## src/rtl/stream_comparer_pkg.sv

```systemverilog
// rtl/stream_comparer_pkg.sv - FSM/plane types and YUV420 frame geometry helpers
package stream_comparer_pkg;

  typedef enum logic [1:0] {S_IDLE, S_RUN, S_DRAIN, S_DONE} state_e;
  typedef enum logic [1:0] {PLANE_Y, PLANE_U, PLANE_V} plane_e;

  localparam int CNT_W = 32;

  function automatic int frame_len(input int w, input int h);
    return w * h * 3 / 2;
  endfunction

  function automatic int y_end(input int w, input int h);
    return w * h;
  endfunction

  function automatic int u_end(input int w, input int h);
    return w * h * 5 / 4;
  endfunction

  function automatic plane_e plane_of(input int idx, input int w, input int h);
    if (idx < y_end(w, h)) return PLANE_Y;
    if (idx < u_end(w, h)) return PLANE_U;
    return PLANE_V;
  endfunction

endpackage

```

## src/rtl/lane_cmp.sv

```systemverilog
// rtl/lane_cmp.sv - one-lane absolute-difference compare against a tolerance
module lane_cmp #(
  parameter int DATA_W = 8,
  parameter int TOL    = 0
) (
  input  logic [DATA_W-1:0] a,
  input  logic [DATA_W-1:0] b,
  output logic              mis
);

  localparam int unsigned TOL_U = TOL;

  logic [DATA_W-1:0] diff;

  // Subtract the smaller from the larger so the difference never wraps.
  always_comb begin
    diff = (a >= b) ? (a - b) : (b - a);
    mis  = (32'(diff) > TOL_U);
  end

endmodule

```

## src/rtl/stream_comparer.sv

```systemverilog
// rtl/stream_comparer.sv - compares two YUV420 element streams frame by frame
module stream_comparer
  import stream_comparer_pkg::*;
#(
  parameter  int DATA_W    = 8,
  parameter  int LANES     = 1,
  parameter  int FRAME_W   = 1280,
  parameter  int FRAME_H   = 720,
  parameter  int TOL       = 0,
  localparam int FRAME_LEN = frame_len(FRAME_W, FRAME_H),
  localparam int ADDR_W    = $clog2(FRAME_LEN + 1)
) (
  input  logic                    clk,
  input  logic                    rst,
  input  logic                    start,
  input  logic                    a_valid,
  input  logic [LANES*DATA_W-1:0] a_data,
  output logic                    a_ready,
  input  logic                    b_valid,
  input  logic [LANES*DATA_W-1:0] b_data,
  output logic                    b_ready,
  output logic                    busy,
  output logic                    done,
  output logic                    pass,
  output logic [CNT_W-1:0]        err_cnt,
  output logic [CNT_W-1:0]        err_y,
  output logic [CNT_W-1:0]        err_u,
  output logic [CNT_W-1:0]        err_v,
  output logic [ADDR_W-1:0]       first_err_addr,
  output logic                    first_err_vld,
  output logic                    mis_valid,
  output logic [ADDR_W-1:0]       mis_addr,
  output logic [LANES-1:0]        mis_mask,
  output logic [LANES*DATA_W-1:0] mis_a,
  output logic [LANES*DATA_W-1:0] mis_b
);

  localparam logic [ADDR_W-1:0] LAST_IDX = ADDR_W'(FRAME_LEN - LANES);
  localparam logic [ADDR_W-1:0] IDX_STEP = ADDR_W'(LANES);
  localparam int                PC_W     = $clog2(LANES + 1);

  // Chroma planes must split on beat boundaries so each beat belongs to one plane.
  if ((FRAME_W * FRAME_H / 4) % LANES != 0) begin : g_bad_lanes
    $error("stream_comparer: FRAME_W*FRAME_H/4 must be a multiple of LANES");
  end

  function automatic logic [PC_W-1:0] popcount(input logic [LANES-1:0] m);
    logic [PC_W-1:0] n;
    n = '0;
    for (int k = 0; k < LANES; k++) n = n + PC_W'(m[k]);
    return n;
  endfunction

  function automatic int lowest_lane(input logic [LANES-1:0] m);
    int low;
    low = 0;
    for (int k = LANES - 1; k >= 0; k--) if (m[k]) low = k;
    return low;
  endfunction

  function automatic logic [CNT_W-1:0] sat_add(input logic [CNT_W-1:0] c,
                                               input logic [PC_W-1:0]  n);
    logic [CNT_W:0] s;
    s = {1'b0, c} + (CNT_W + 1)'(n);
    return s[CNT_W] ? '1 : s[CNT_W-1:0];
  endfunction

  state_e                  state_q, state_d;
  logic [ADDR_W-1:0]       idx_q, idx_d;
  logic                    mis_valid_q, mis_valid_d;
  logic [ADDR_W-1:0]       mis_addr_q, mis_addr_d;
  logic [LANES-1:0]        mis_mask_q, mis_mask_d;
  logic [LANES*DATA_W-1:0] mis_a_q, mis_a_d, mis_b_q, mis_b_d;
  plane_e                  mis_plane_q, mis_plane_d;
  logic [CNT_W-1:0]        err_cnt_q, err_cnt_d, err_y_q, err_y_d;
  logic [CNT_W-1:0]        err_u_q, err_u_d, err_v_q, err_v_d;
  logic [ADDR_W-1:0]       first_err_addr_q, first_err_addr_d;
  logic                    first_err_vld_q, first_err_vld_d;

  logic [LANES-1:0]        lane_mis;
  logic                    accept;
  logic [PC_W-1:0]         mis_cnt;
  int                      low_lane;

  for (genvar k = 0; k < LANES; k++) begin : g_lane
    lane_cmp #(
      .DATA_W(DATA_W),
      .TOL   (TOL)
    ) u_lane_cmp (
      .a  (a_data[k*DATA_W +: DATA_W]),
      .b  (b_data[k*DATA_W +: DATA_W]),
      .mis(lane_mis[k])
    );
  end

  // Ready is gated by rst so a beat offered during reset is never handshaken.
  assign accept = (state_q == S_RUN) && a_valid && b_valid && !rst;

  always_comb begin
    state_d          = state_q;
    idx_d            = idx_q;
    mis_valid_d      = 1'b0;
    mis_addr_d       = mis_addr_q;
    mis_mask_d       = mis_mask_q;
    mis_a_d          = mis_a_q;
    mis_b_d          = mis_b_q;
    mis_plane_d      = mis_plane_q;
    err_cnt_d        = err_cnt_q;
    err_y_d          = err_y_q;
    err_u_d          = err_u_q;
    err_v_d          = err_v_q;
    first_err_addr_d = first_err_addr_q;
    first_err_vld_d  = first_err_vld_q;
    mis_cnt          = popcount(mis_mask_q);
    low_lane         = lowest_lane(mis_mask_q);

    if (accept) begin
      mis_valid_d = |lane_mis;
      mis_addr_d  = idx_q;
      mis_mask_d  = lane_mis;
      mis_a_d     = a_data;
      mis_b_d     = b_data;
      mis_plane_d = plane_of(32'(idx_q), FRAME_W, FRAME_H);
    end

    if (mis_valid_q) begin
      err_cnt_d = sat_add(err_cnt_q, mis_cnt);
      case (mis_plane_q)
        PLANE_Y: err_y_d = sat_add(err_y_q, mis_cnt);
        PLANE_U: err_u_d = sat_add(err_u_q, mis_cnt);
        default: err_v_d = sat_add(err_v_q, mis_cnt);
      endcase
      if (!first_err_vld_q) begin
        first_err_vld_d  = 1'b1;
        first_err_addr_d = mis_addr_q + ADDR_W'(low_lane);
      end
    end

    case (state_q)
      S_IDLE, S_DONE: begin
        if (start) begin
          state_d          = S_RUN;
          idx_d            = '0;
          err_cnt_d        = '0;
          err_y_d          = '0;
          err_u_d          = '0;
          err_v_d          = '0;
          first_err_vld_d  = 1'b0;
          first_err_addr_d = '0;
        end
      end
      S_RUN: begin
        if (accept) begin
          idx_d = idx_q + IDX_STEP;
          if (idx_q == LAST_IDX) state_d = S_DRAIN;
        end
      end
      S_DRAIN: state_d = S_DONE;
      default: state_d = S_IDLE;
    endcase
  end

  always_ff @(posedge clk) begin
    if (rst) begin
      state_q          <= S_IDLE;
      idx_q            <= '0;
      mis_valid_q      <= 1'b0;
      mis_addr_q       <= '0;
      mis_mask_q       <= '0;
      mis_a_q          <= '0;
      mis_b_q          <= '0;
      mis_plane_q      <= PLANE_Y;
      err_cnt_q        <= '0;
      err_y_q          <= '0;
      err_u_q          <= '0;
      err_v_q          <= '0;
      first_err_addr_q <= '0;
      first_err_vld_q  <= 1'b0;
    end else begin
      state_q          <= state_d;
      idx_q            <= idx_d;
      mis_valid_q      <= mis_valid_d;
      mis_addr_q       <= mis_addr_d;
      mis_mask_q       <= mis_mask_d;
      mis_a_q          <= mis_a_d;
      mis_b_q          <= mis_b_d;
      mis_plane_q      <= mis_plane_d;
      err_cnt_q        <= err_cnt_d;
      err_y_q          <= err_y_d;
      err_u_q          <= err_u_d;
      err_v_q          <= err_v_d;
      first_err_addr_q <= first_err_addr_d;
      first_err_vld_q  <= first_err_vld_d;
    end
  end

  assign a_ready        = accept;
  assign b_ready        = accept;
  assign busy           = (state_q == S_RUN) || (state_q == S_DRAIN);
  assign done           = (state_q == S_DONE);
  assign pass           = done && (err_cnt_q == '0);
  assign err_cnt        = err_cnt_q;
  assign err_y          = err_y_q;
  assign err_u          = err_u_q;
  assign err_v          = err_v_q;
  assign first_err_addr = first_err_addr_q;
  assign first_err_vld  = first_err_vld_q;
  assign mis_valid      = mis_valid_q;
  assign mis_addr       = mis_addr_q;
  assign mis_mask       = mis_mask_q;
  assign mis_a          = mis_a_q;
  assign mis_b          = mis_b_q;

endmodule

```

## config.mk

```make
export PLATFORM = sky130hd
export DESIGN_NAME = stream_comparer
export DESIGN_NICKNAME = d
export VERILOG_FILES = /design/src/rtl/stream_comparer_pkg.sv /design/src/rtl/lane_cmp.sv /design/src/rtl/stream_comparer.sv
export SDC_FILE = /design/constraint.sdc
export NUM_CORES = 1
export LEC_CHECK = 0
export CAP_MARGIN = 20
export CORE_UTILIZATION = 43
export DETAILED_ROUTE_END_ITERATION = 10
export PLACE_DENSITY = 0.71
export SYNTH_ARGS = -nofsm -noshare
export SYNTH_HDL_FRONTEND = slang
export SYNTH_SLANG_ARGS = --single-unit
```

## constraint.sdc

```tcl
create_clock -name clk -period 3.2 [get_ports clk]
set_clock_uncertainty 0.15 [all_clocks]
set_input_delay 0.8 -clock clk [delete_from_list [all_inputs] [get_ports clk]]
set_output_delay 0.8 -clock clk [all_outputs]
set_load 0.02 [all_outputs]
```

==> impl_metrics.json <==
{
  "cpPeakStageDelay_ps": 390,
  "hold_violations": 0,
  "drive_above_1_share_pct": 8.293,
  "hold_depth": 2,
  "worst_setup_path_start_kind": "register",
  "post-dp-hpwl_mm": 19.24,
  "rsz0062_at_grt": "no",
  "via_per_inst": 5.347,
  "coreArea_um2": 22780,
  "vias": 9347,
  "grt_pass1_vias": 8558,
  "yosys.area_share.simple_pct": 25.68,
  "fp.dieH_um": 155.0,
  "yosysSeqAreaShare_pct": 42.57,
  "period_needed_ps": 3090,
  "ys_warn_count": 0,
  "vdd.ir_drop.worst_v": 0.0003127,
  "die_area_um2": 24020,
  "synthMuxAreaShare_pct": 0.8951,
  "drc": 0,
  "crit_buf_inv": 1,
  "holdPathEnd": "first_err_addr[17]$_SDFF_PP0_",
  "synth_compound_area_share_pct": 14.12,
  "ant_nets": 0,
  "grtUsageTotal_pct": 21.65,
  "synth_adder_area_share_pct": 3.357,
  "syn-cell-area_um2": 10060,
  "drtIter0Drc": 452,
  "critPathMaxFanout": 4,
  "setup_violations": 0,
  "routedWlPerCell_um": 15.22,
  "die_w_um": 155.0,
  "async_flop_share_pct": 0,
  "crit_arrival_ps": 2140,
  "ys.flop_type": "dfxtp_1",
  "synth_xor_area_share_pct": 9.572,
  "postSynthCellCount": 1193,
  "final_cells": 1748,
  "synth_top_family_by_area": "simple AND/OR/NAND/NOR gates",
  "use_met1_pct": 29.33,
  "required_ps": 2250,
  "final_nets": 1468,
  "status": "finished clean",
  "drt_pass1_iterations": 5,
  "crit_slowest_cell": "dfxtp_1",
  "placedCellCount": 1707,
  "slew_headroom_pct": 46.70,
  "gp_congestion": 0.8622,
  "final_area_um2": 13510,
  "place_ws_ps": -125.0,
  "final_common_cell": "dfxtp_1",
  "ctsHoldBuffers": 0,
  "cts_buffers": 24,
  "ctsHtreeMaxLevel": 1,
  "r2r_end": "err_u[23]$_SDFF_PP0_",
  "maxCapViolations": 0,
  "grt_max_degree": 44,
  "hp-start": "first_err_addr[17]$_SDFF_PP0_",
  "final_cell_mix": "dfxtp_1, clkdlybuf4s50_1, nand2_1, a21oi_1, nor2_1",
  "diodes": 0,
  "r2r_setup_slack_ps": 410,
  "yosysUniqueCellTypes": 61,
  "cts-resized-gates": 3,
  "numClockSinks": 214,
  "start_util_pct": 44.19,
  "routed_wl_mm": 26.61,
  "antenna_found_initial": 0,
  "rr_startpoint": "mis_mask$_SDFFE_PP0P_",
  "post_cts_buffers": 0,
  "cts_tree": "built",
  "rows": 55,
  "timing.final.crit_share_pct": 96.58,
  "worstSetupEndpointType": "output pin",
  "cp_cell_sequence": "ha_1 -> nor4b_1 -> nand4_1 -> nor3_1 -> dlygate4sd2_1",
  "grt_overflow": 0,
  "p_leak_nw": 4.771,
  "placed_area_um2": 12730,
  "top_usage_layer": "met2",
  "clk_pin_slew_worst_paths_ps": 60,
  "cts-root-buf": "clkbuf_16",
  "setup_tns_ps": 0,
  "synth_edf_count": 0,
  "io_pins": 215,
  "p_total_mw": 6.251,
  "grt_util_met2_pct": 35.67,
  "path_class": "reg -> out",
  "cpLargestDelayFamily": "simple AND/OR/NAND/NOR gates",
  "hold_path_class": "reg -> reg",
  "clock_latency_ps": 520,
  "reg2reg_depth": 8,
  "avgSynthCellArea_um2": 8.436,
  "fmax_ghz": 0.3236,
  "p_per_area_nw_per_um2": 462.8,
  "worstMarginPinSlew_ps": 799.5,
  "synth.net_count": 1241,
  "cts_buffer_depth": 3,
  "ys_ff_latch": 214,
  "setup_ws_ps": 109.5,
  "port_buffers": 214,
  "grt_pass1_wl_mm": 43.14,
  "final-max-slew-violation-count": 0,
  "cp_num_cells": 5,
  "met3_usage_pct": 3.733,
  "area_growth_pct": 34.20
}
logic make-up after synthesis:
kind of cell               after synthesis
AOI/OAI and AO/OA                      240
xor gates and xnor gates               110
adders and majority gates               27
buffers and inverters                   92
DFF                                    214
muxes                                    9
and+or+nand+nor                        501
power by group:
group	internal, mW	switching [mW]	leakage, nW
registers	2.70	0.0271	1.72
clock network	1.64	1.08	0.385
logic	0.287	0.524	2.66
worst max path at each step:
| stage | slack [ps] | start | end |
|---|---|---|---|
| 3_3_place_gp | -280 | a_data[0] | mis_mask$_SDFFE_PP0P_ |
| 6_report | 110 | state_q[0]$_SDFFE_PP0P_ | pass |
| 5_1_grt | 30 | state_q[0]$_SDFFE_PP0P_ | pass |
| 2_1_floorplan | 110 | rst | b_ready |
| 3_5_place_dp | -130 | a_data[0] | mis_mask$_SDFFE_PP0P_ |
| 4_1_cts | 80 | state_q[0]$_SDFFE_PP0P_ | pass |
metal layers:
layer | vias to the layer above | routed length (µm)
met1 | 4403 | 12480
met2 | 241 | 12280
met4 | 0 | 455
li1 | 4672 | -
met3 | 31 | 1388
met5 | - | 0
registers in the layout, indices dropped and copies added, names as in the netlist:
register        count
idx_q              21
err_cnt            32
mis_mask            1
first_err_addr     21
mis_plane_q         2
err_v              32
state_q             2
err_u              32
mis_valid           1
err_y              32
mis_b               8
mis_a               8
first_err_vld       1
mis_addr           21
area by class of cell:
| type | count | area (µm²) |
|---|---|---|
| clock buffer | 38 | 733.2 |
| clock inverter | 3 | 51.30 |
| fill | 2054 | 9271 |
| inverter | 34 | 127.6 |
| multi-input combinational | 887 | 5405 |
| sequential | 214 | 4284 |
| tap | 313 | 391.6 |
| timing repair buffer | 259 | 2514 |
synth_stat cells (all sizes together), types with 4 or more instances:
library cell	instances	area, µm²
a21o	5	37.54
nor3b	4	35.03
nand2	157	589.3
nand2b	7	43.79
and3	32	201.5
and2	5	31.28
nand3	68	340.3
nor2	78	292.8
xor2	75	656.9
or2	5	31.29
o21a	4	30.03
clkbuf	43	161.4
ha	27	337.8
nand4	40	280.3
or4	5	41.29
buf	15	93.83
mux2i	9	90.09
or3	11	73.82
inv	34	127.6
nor4	21	165.2
a31oi	9	56.30
nor2b	8	50.05
dfxtp	214	4284
o31ai	4	30.03
nor3	35	185.2
and4	17	148.9
a211oi	5	37.54
o21ai	52	260.3
a21oi	140	775.8
xnor2	35	306.5
per-stage QoR:
stage                     hold slack, ps  utilization, %
after global routing               320.4           59.30
after global placement             291.7           55.87
after CTS                          305.0           59.30
after floorplan                    321.5               -
final                              301.7           59.30
after detailed placement           296.8           55.87
worst reg2reg max path: cells and delay by family (launching register included):
family                   cells  cell delay [ps]
flip-flops                   1              420
AND/OR/NAND/NOR              6             1760
adder cells (fa/ha/maj)      2              370
Note: power is estimated with default switching activity, not from simulation.
